File: src/rtl/acc_pkg.sv
// Shared types and constants for the accumulator program sequencer.
// Instruction word layout: {halt, m, s[3:0], b[3:0]}.
package acc_pkg;

  typedef enum logic [1:0] {
    ST_IDLE = 2'd0,
    ST_RUN  = 2'd1,
    ST_DONE = 2'd2
  } acc_state_e;

  localparam int unsigned INSTR_W  = 10;
  localparam int unsigned HALT_BIT = 9;
  localparam int unsigned M_BIT    = 8;
  localparam int unsigned S_MSB    = 7;
  localparam int unsigned S_LSB    = 4;
  localparam int unsigned B_MSB    = 3;
  localparam int unsigned B_LSB    = 0;

  // {m, s}: arithmetic mode, A plus B
  localparam logic [4:0] ALU_ADD = 5'b0_1001;

endpackage

File: src/rtl/acc_prog_mem.sv
// DEPTH x 10 register-file instruction store: one synchronous write port and
// two asynchronous read ports (current word and the word after it).
module acc_prog_mem
  import acc_pkg::*;
#(
  parameter int unsigned DEPTH = 8,
  parameter int unsigned AW    = 3
) (
  input  logic               clk_i,
  input  logic               we_i,
  input  logic [AW-1:0]      waddr_i,
  input  logic [INSTR_W-1:0] wdata_i,
  input  logic [AW-1:0]      raddr_i,
  output logic [INSTR_W-1:0] rdata_o,
  input  logic [AW-1:0]      raddr_nxt_i,
  output logic [INSTR_W-1:0] rdata_nxt_o
);

  logic [INSTR_W-1:0] mem_q [DEPTH];

  // Contents are intentionally not reset.
  always_ff @(posedge clk_i) begin
    if (we_i) begin
      mem_q[waddr_i] <= wdata_i;
    end
  end

  assign rdata_o     = mem_q[raddr_i];
  assign rdata_nxt_o = mem_q[raddr_nxt_i];

endmodule

File: src/rtl/acc_seq_ctrl.sv
// Program sequencer: issues one stored instruction per cycle to an external
// 4-bit ALU and accumulates its result, flagging any carry-out seen in a run.
module acc_seq_ctrl
  import acc_pkg::*;
#(
  parameter int unsigned DEPTH        = 8,
  parameter int unsigned AW           = 3,
  parameter int unsigned CLR_ON_CARRY = 1
) (
  input  logic               clk,
  input  logic               rst_n,
  input  logic               prog_we,
  input  logic [AW-1:0]      prog_addr,
  input  logic [INSTR_W-1:0] prog_data,
  input  logic               start,
  output logic               busy,
  output logic               done,
  output logic [3:0]         alu_a,
  output logic [3:0]         alu_b,
  output logic [3:0]         alu_s,
  output logic               alu_m,
  input  logic [3:0]         alu_y,
  input  logic               alu_cout_n,
  output logic [3:0]         acc_q,
  output logic               carry_flag,
  output logic [AW-1:0]      pc
);

  localparam logic [AW-1:0] LastPc = AW'(DEPTH - 1);

  acc_state_e         state_q, state_d;
  logic [AW-1:0]      pc_q, pc_d, pc_nxt;
  logic [3:0]         accum_q, accum_d;
  logic               carry_q, carry_d;
  logic               busy_q, busy_d;
  logic               done_q, done_d;
  logic [INSTR_W-1:0] instr, instr_nxt;
  logic               exec;

  assign pc_nxt = pc_q + AW'(1);

  acc_prog_mem #(
    .DEPTH (DEPTH),
    .AW    (AW)
  ) u_prog_mem (
    .clk_i       (clk),
    .we_i        (prog_we && (state_q == ST_IDLE)),
    .waddr_i     (prog_addr),
    .wdata_i     (prog_data),
    .raddr_i     (pc_q),
    .rdata_o     (instr),
    .raddr_nxt_i (pc_nxt),
    .rdata_nxt_o (instr_nxt)
  );

  assign exec = (state_q == ST_RUN) && !instr[HALT_BIT];

  always_comb begin
    state_d = state_q;
    pc_d    = pc_q;
    accum_d = accum_q;
    carry_d = carry_q;
    unique case (state_q)
      ST_IDLE: begin
        if (start) begin
          state_d = ST_RUN;
          pc_d    = '0;
          accum_d = '0;
          carry_d = 1'b0;
        end
      end
      ST_RUN: begin
        if (instr[HALT_BIT]) begin
          state_d = ST_DONE;
        end else begin
          if (!alu_cout_n) begin
            carry_d = 1'b1;
            accum_d = (CLR_ON_CARRY != 0) ? 4'h0 : alu_y;
          end else begin
            accum_d = alu_y;
          end
          if (pc_q == LastPc) begin
            state_d = ST_DONE;
          end else begin
            pc_d = pc_nxt;
            // Finish now if the next word halts, so busy counts executed ops only.
            if (instr_nxt[HALT_BIT]) begin
              state_d = ST_DONE;
            end
          end
        end
      end
      ST_DONE: state_d = ST_IDLE;
      default: state_d = ST_IDLE;
    endcase
    busy_d = (state_d == ST_RUN);
    done_d = (state_d == ST_DONE);
  end

  always_ff @(posedge clk or negedge rst_n) begin
    if (!rst_n) begin
      state_q <= ST_IDLE;
      pc_q    <= '0;
      accum_q <= '0;
      carry_q <= 1'b0;
      busy_q  <= 1'b0;
      done_q  <= 1'b0;
    end else begin
      state_q <= state_d;
      pc_q    <= pc_d;
      accum_q <= accum_d;
      carry_q <= carry_d;
      busy_q  <= busy_d;
      done_q  <= done_d;
    end
  end

  assign busy       = busy_q;
  assign done       = done_q;
  assign alu_a      = accum_q;
  assign alu_b      = exec ? instr[B_MSB:B_LSB] : 4'h0;
  assign alu_s      = exec ? instr[S_MSB:S_LSB] : 4'h0;
  assign alu_m      = exec ? instr[M_BIT] : 1'b0;
  assign acc_q      = accum_q;
  assign carry_flag = carry_q;
  assign pc         = pc_q;

endmodule
File: config.mk
export PLATFORM = sky130hd
export DESIGN_NAME = acc_seq_ctrl
export DESIGN_NICKNAME = d
export VERILOG_FILES = /design/src/rtl/acc_pkg.sv /design/src/rtl/acc_prog_mem.sv /design/src/rtl/acc_seq_ctrl.sv
export SDC_FILE = /design/constraint.sdc
export NUM_CORES = 1
export LEC_CHECK = 0
export ABC_AREA = 1
export ABC_CLOCK_PERIOD_IN_PS = 3100
export BUFFER_PORTS_ARGS = -buffer_cell sky130_fd_sc_hd__buf_2
export CAP_MARGIN = 20
export CORE_AREA = 2 2 136 105
export DETAILED_ROUTE_END_ITERATION = 10
export DIE_AREA = 0 0 138 107
export GPL_TIMING_DRIVEN = 0
export PLACE_DENSITY = 0.55
export SYNTH_ARGS = -nofsm -noshare
export SYNTH_HDL_FRONTEND = slang
export SYNTH_SLANG_ARGS = --single-unit
File: constraint.sdc
create_clock -name clk -period 3.1 [get_ports clk]
set_input_delay 0.62 -clock clk [delete_from_list [all_inputs] [get_ports clk]]
set_output_delay 0.62 -clock clk [all_outputs]
set_load 0.1 [all_outputs]
==> summary.txt <==
Status
  – Status: finished, final reports clean

Clock tree
  – CTS tree: built
  – Clk sinks: 92
  – Root buf cell: clkbuf_16
  – CTS HTree Levels: 3
  – Inserted Clock Buffers: 9
  – CTS clk-pin slew, worst paths: 0.06 ns
  – Clk_lat worst skew: approximately 0.34 ns
  – CTS Buffer Depth: 2
  – Post-CTS Repair Setup Buffers: 0

Yosys
  – Yosys cell types: 23
  – Ys async rst share: 0.1304
  – Top_reg_cell synth: edfxtp_1
  – Mean post-synth cell area: 11.14 um2
  – Share of the yosys chip area belonging to registers: 0.6831
  – Post-synth EDFFs: 80
  – Area of the mapped netlist: 0.003956 mm2
  – Synth area leader: edfxtp_1
  – Mapped Nets: 379
  – Most frequent cell after synthesis: nand2_1
  – Top area cells in the synthesized netlist: edfxtp_1 (61%), nand2_1 (8.8%), dfrtp_1 (7.6%)
  – Post-synthesis cell count: 355
  – Synth top cells by count: nand2_1 (93), edfxtp_1 (80), nor2_1 (37), o21ai_0 (25), nand3_1 (20)
  – Post-synthesis register bit count: slightly above 90
  – Ys Warns: 0
  – Top cell type's share of synthesized area: 0.6072

Drt
  – Via density: 4.535
  – DRT Pass-1 Iters: 4
  – DR WL/cell: about 16 um
  – # DRC: 0
  – First DRT Iteration DRCs: between 200 and 250
  – Via Count: between 2000 and 3000
  – Final ANT Viol Nets: 0
  – Final WL: 9302 um

Place
  – Post-DP HPWL: roughly 6400 um
  – Input/output buffers: 44
  – Dpl ws: just over 0.5 ns
  – GP Congestion: about 0.76

Setup path
  – RR Startpoint: state_q[0]
  – Critical path origin: pc[1]
  – Setup crit end kind: primary output
  – Crit Path Category: reg2out
  – Worst Path Max Fanout: 10
  – Critical path launch point type: flip-flop
  – Req. time, crit path: 2.48 ns
  – Arrival @ worst endpoint: between 2 and 2.5 ns

Power and ir drop
  – Seq pwr share: 0.358
  – Power Dens Cells: 880.9 mW/mm2
  – Clock share of power: 0.240
  – Gate power share: 0.402
  – NetSw: ~1.8 mW
  – Total power: 4.160 mW
  – Power Internal: between 2 and 2.5 mW
  – Leakage: between 1.5 and 2 nW
  – Worst vdd ir: approximately 0.37 mV
  – Sw Ratio: 0.4337

Finish
  – Core Util, Final: 0.3517
  – Layout Nets: ~440
  – # diodes: 0
  – Area growth, synth to finish: 19.35%
  – Share of cells above drive strength 1: 0.2368

Floorplanning
  – Die Wd: 138 um
  – CORE AREA: approximately 0.013 mm2
  – Row cnt: 37
  – Io pins: between 40 and 50
  – Die footprint: 0.01477 mm2
  – Initial core utilization: 0.2947
  – Die height: 107 um

Timing
  – Post-Route Skew: a little under 0.009 ns
  – Max Slew Vio Count: 0
  – Fin crit share: 0.9320
  – Setup violators final: 0
  – Final Hold Fails: 0
  – Maximum clock rate: ~350 MHz
  – Least-Margin Pin Slew: 1.015 ns
  – RSZ-0062 raised after global routing: no
  – Final setup margin: 0.2109 ns
  – Slew margin rel.: 0.3207
  – Post-route minimum period: 2.889 ns
  – Hold_ws: 0.1579 ns
  – Setup TNS: 0 ns

Global route
  – Number of global-route vias before repair: ~2700
  – Initial antenna violation count: 0
  – Gr ovfl total: 0
  – Largest net degree at the start of global routing: 17
  – Total global-route track usage: 0.1300
  – First-pass GRT wire length: around 15000 um

Worst hold path
  – Class of the tightest hold or removal check: in2async

Flow run
  – Max cap viols: 0
[flip-flops by register name, summed over array words and instances, names as in the netlist]
name	flops
pc	3
u_prog_mem.mem_q	80
state_q	2
acc_q	4
busy	1
carry_flag	1
done	1
[worst max-delay path, cell delays in order (launching register included)]
cell	delay (ns)
dfrtp_1	0.46
inv_2	0.08
buf_4	0.19
buf_2	0.24
o21ai_0	0.12
o22ai_1	0.15
nand2_1	0.11
a21oi_4	0.13
buf_2	0.44
[placed cells by master, fill, tap and decap left out, types with 2 or more instances in the layout]
cell type / count
nand4_1: 3
inv_6: 3
a22oi_1: 8
a21oi_1: 18
nand3_2: 4
inv_2: 3
edfxtp_1: 80
o21ai_0: 25
nand2_4: 2
nand2_1: 93
clkbuf_16: 9
dfrtp_1: 12
nand3_1: 20
o22ai_1: 2
ha_1: 2
buf_6: 4
buf_4: 9
nor2_1: 37
buf_2: 51
inv_1: 16
nor2_2: 8
[worst paths after layout]
path	endpoint	slack (ns)	depth (start not counted)
worst max-delay path	alu_s[2]	0.21	8
worst min-delay path	acc_q[1]	0.16	1
worst max register to register	u_prog_mem.mem_q[2][5]	0.95	3
worst min register to register	carry_flag	0.49	2
max in group asynchronous	state_q[0]	2.72	1
min in group clk	carry_flag	0.49	2
[cell families after synthesis]
| logic type | count (synthesis) | share of synthesized area |
|---|---|---|
| simple gates | 169 | 0.1856 |
| flops | 92 | 0.6831 |
| buf+inv | 38 | 0.04997 |
| fa+ha+maj | 2 | 0.006324 |
| compound gates | 54 | 0.07495 |
[what timing repair did]
action | CTS | global route
resized for setup | 0 | 1
hold buffers | 0 | 0
setup endpoints to repair | 0 | 1
[area by class of cell]
| type | count | area [um2] |
|---|---|---|
| multi-input cells | 225 | 1064 |
| flip-flops and latches | 92 | 2703 |
| clock inverters | 6 | 47.55 |
| plain buffers | 19 | 126.4 |
| repair buffers | 48 | 266.5 |
| clock buffers | 9 | 225.2 |
| inverters | 19 | 71.32 |
| fillers | 1363 | 8703 |
| well taps | 175 | 219.0 |
[per-layer routing]
metal	routed length, um	vias to the layer above	track usage
met5	0	-	0
met3	601	6	0.03037
met2	4261	67	0.2030
met4	82	0	0.04373
met1	4357	1279	0.1795
li1	-	1337	-
[power groups by stage]
stage	sequential [mW]	combinational [mW]	clock [mW]
after floorplan	1.80	1.01	0
after global placement	1.51	1.66	0
after detailed placement	1.51	1.68	0
after CTS	1.49	1.68	1.02
after global routing	1.50	1.81	1.07
final	1.49	1.67	0.999
[through the flow]
stage / cell area [um2] / cells
after floorplan: 3964 / 355
after global placement: 4403 / 574
after detailed placement: 4433 / 577
after CTS: 4706 / 592
after global routing: 4722 / 593
final: 4722 / 593
No activity file was read; power rests on OpenSTA's default activity.
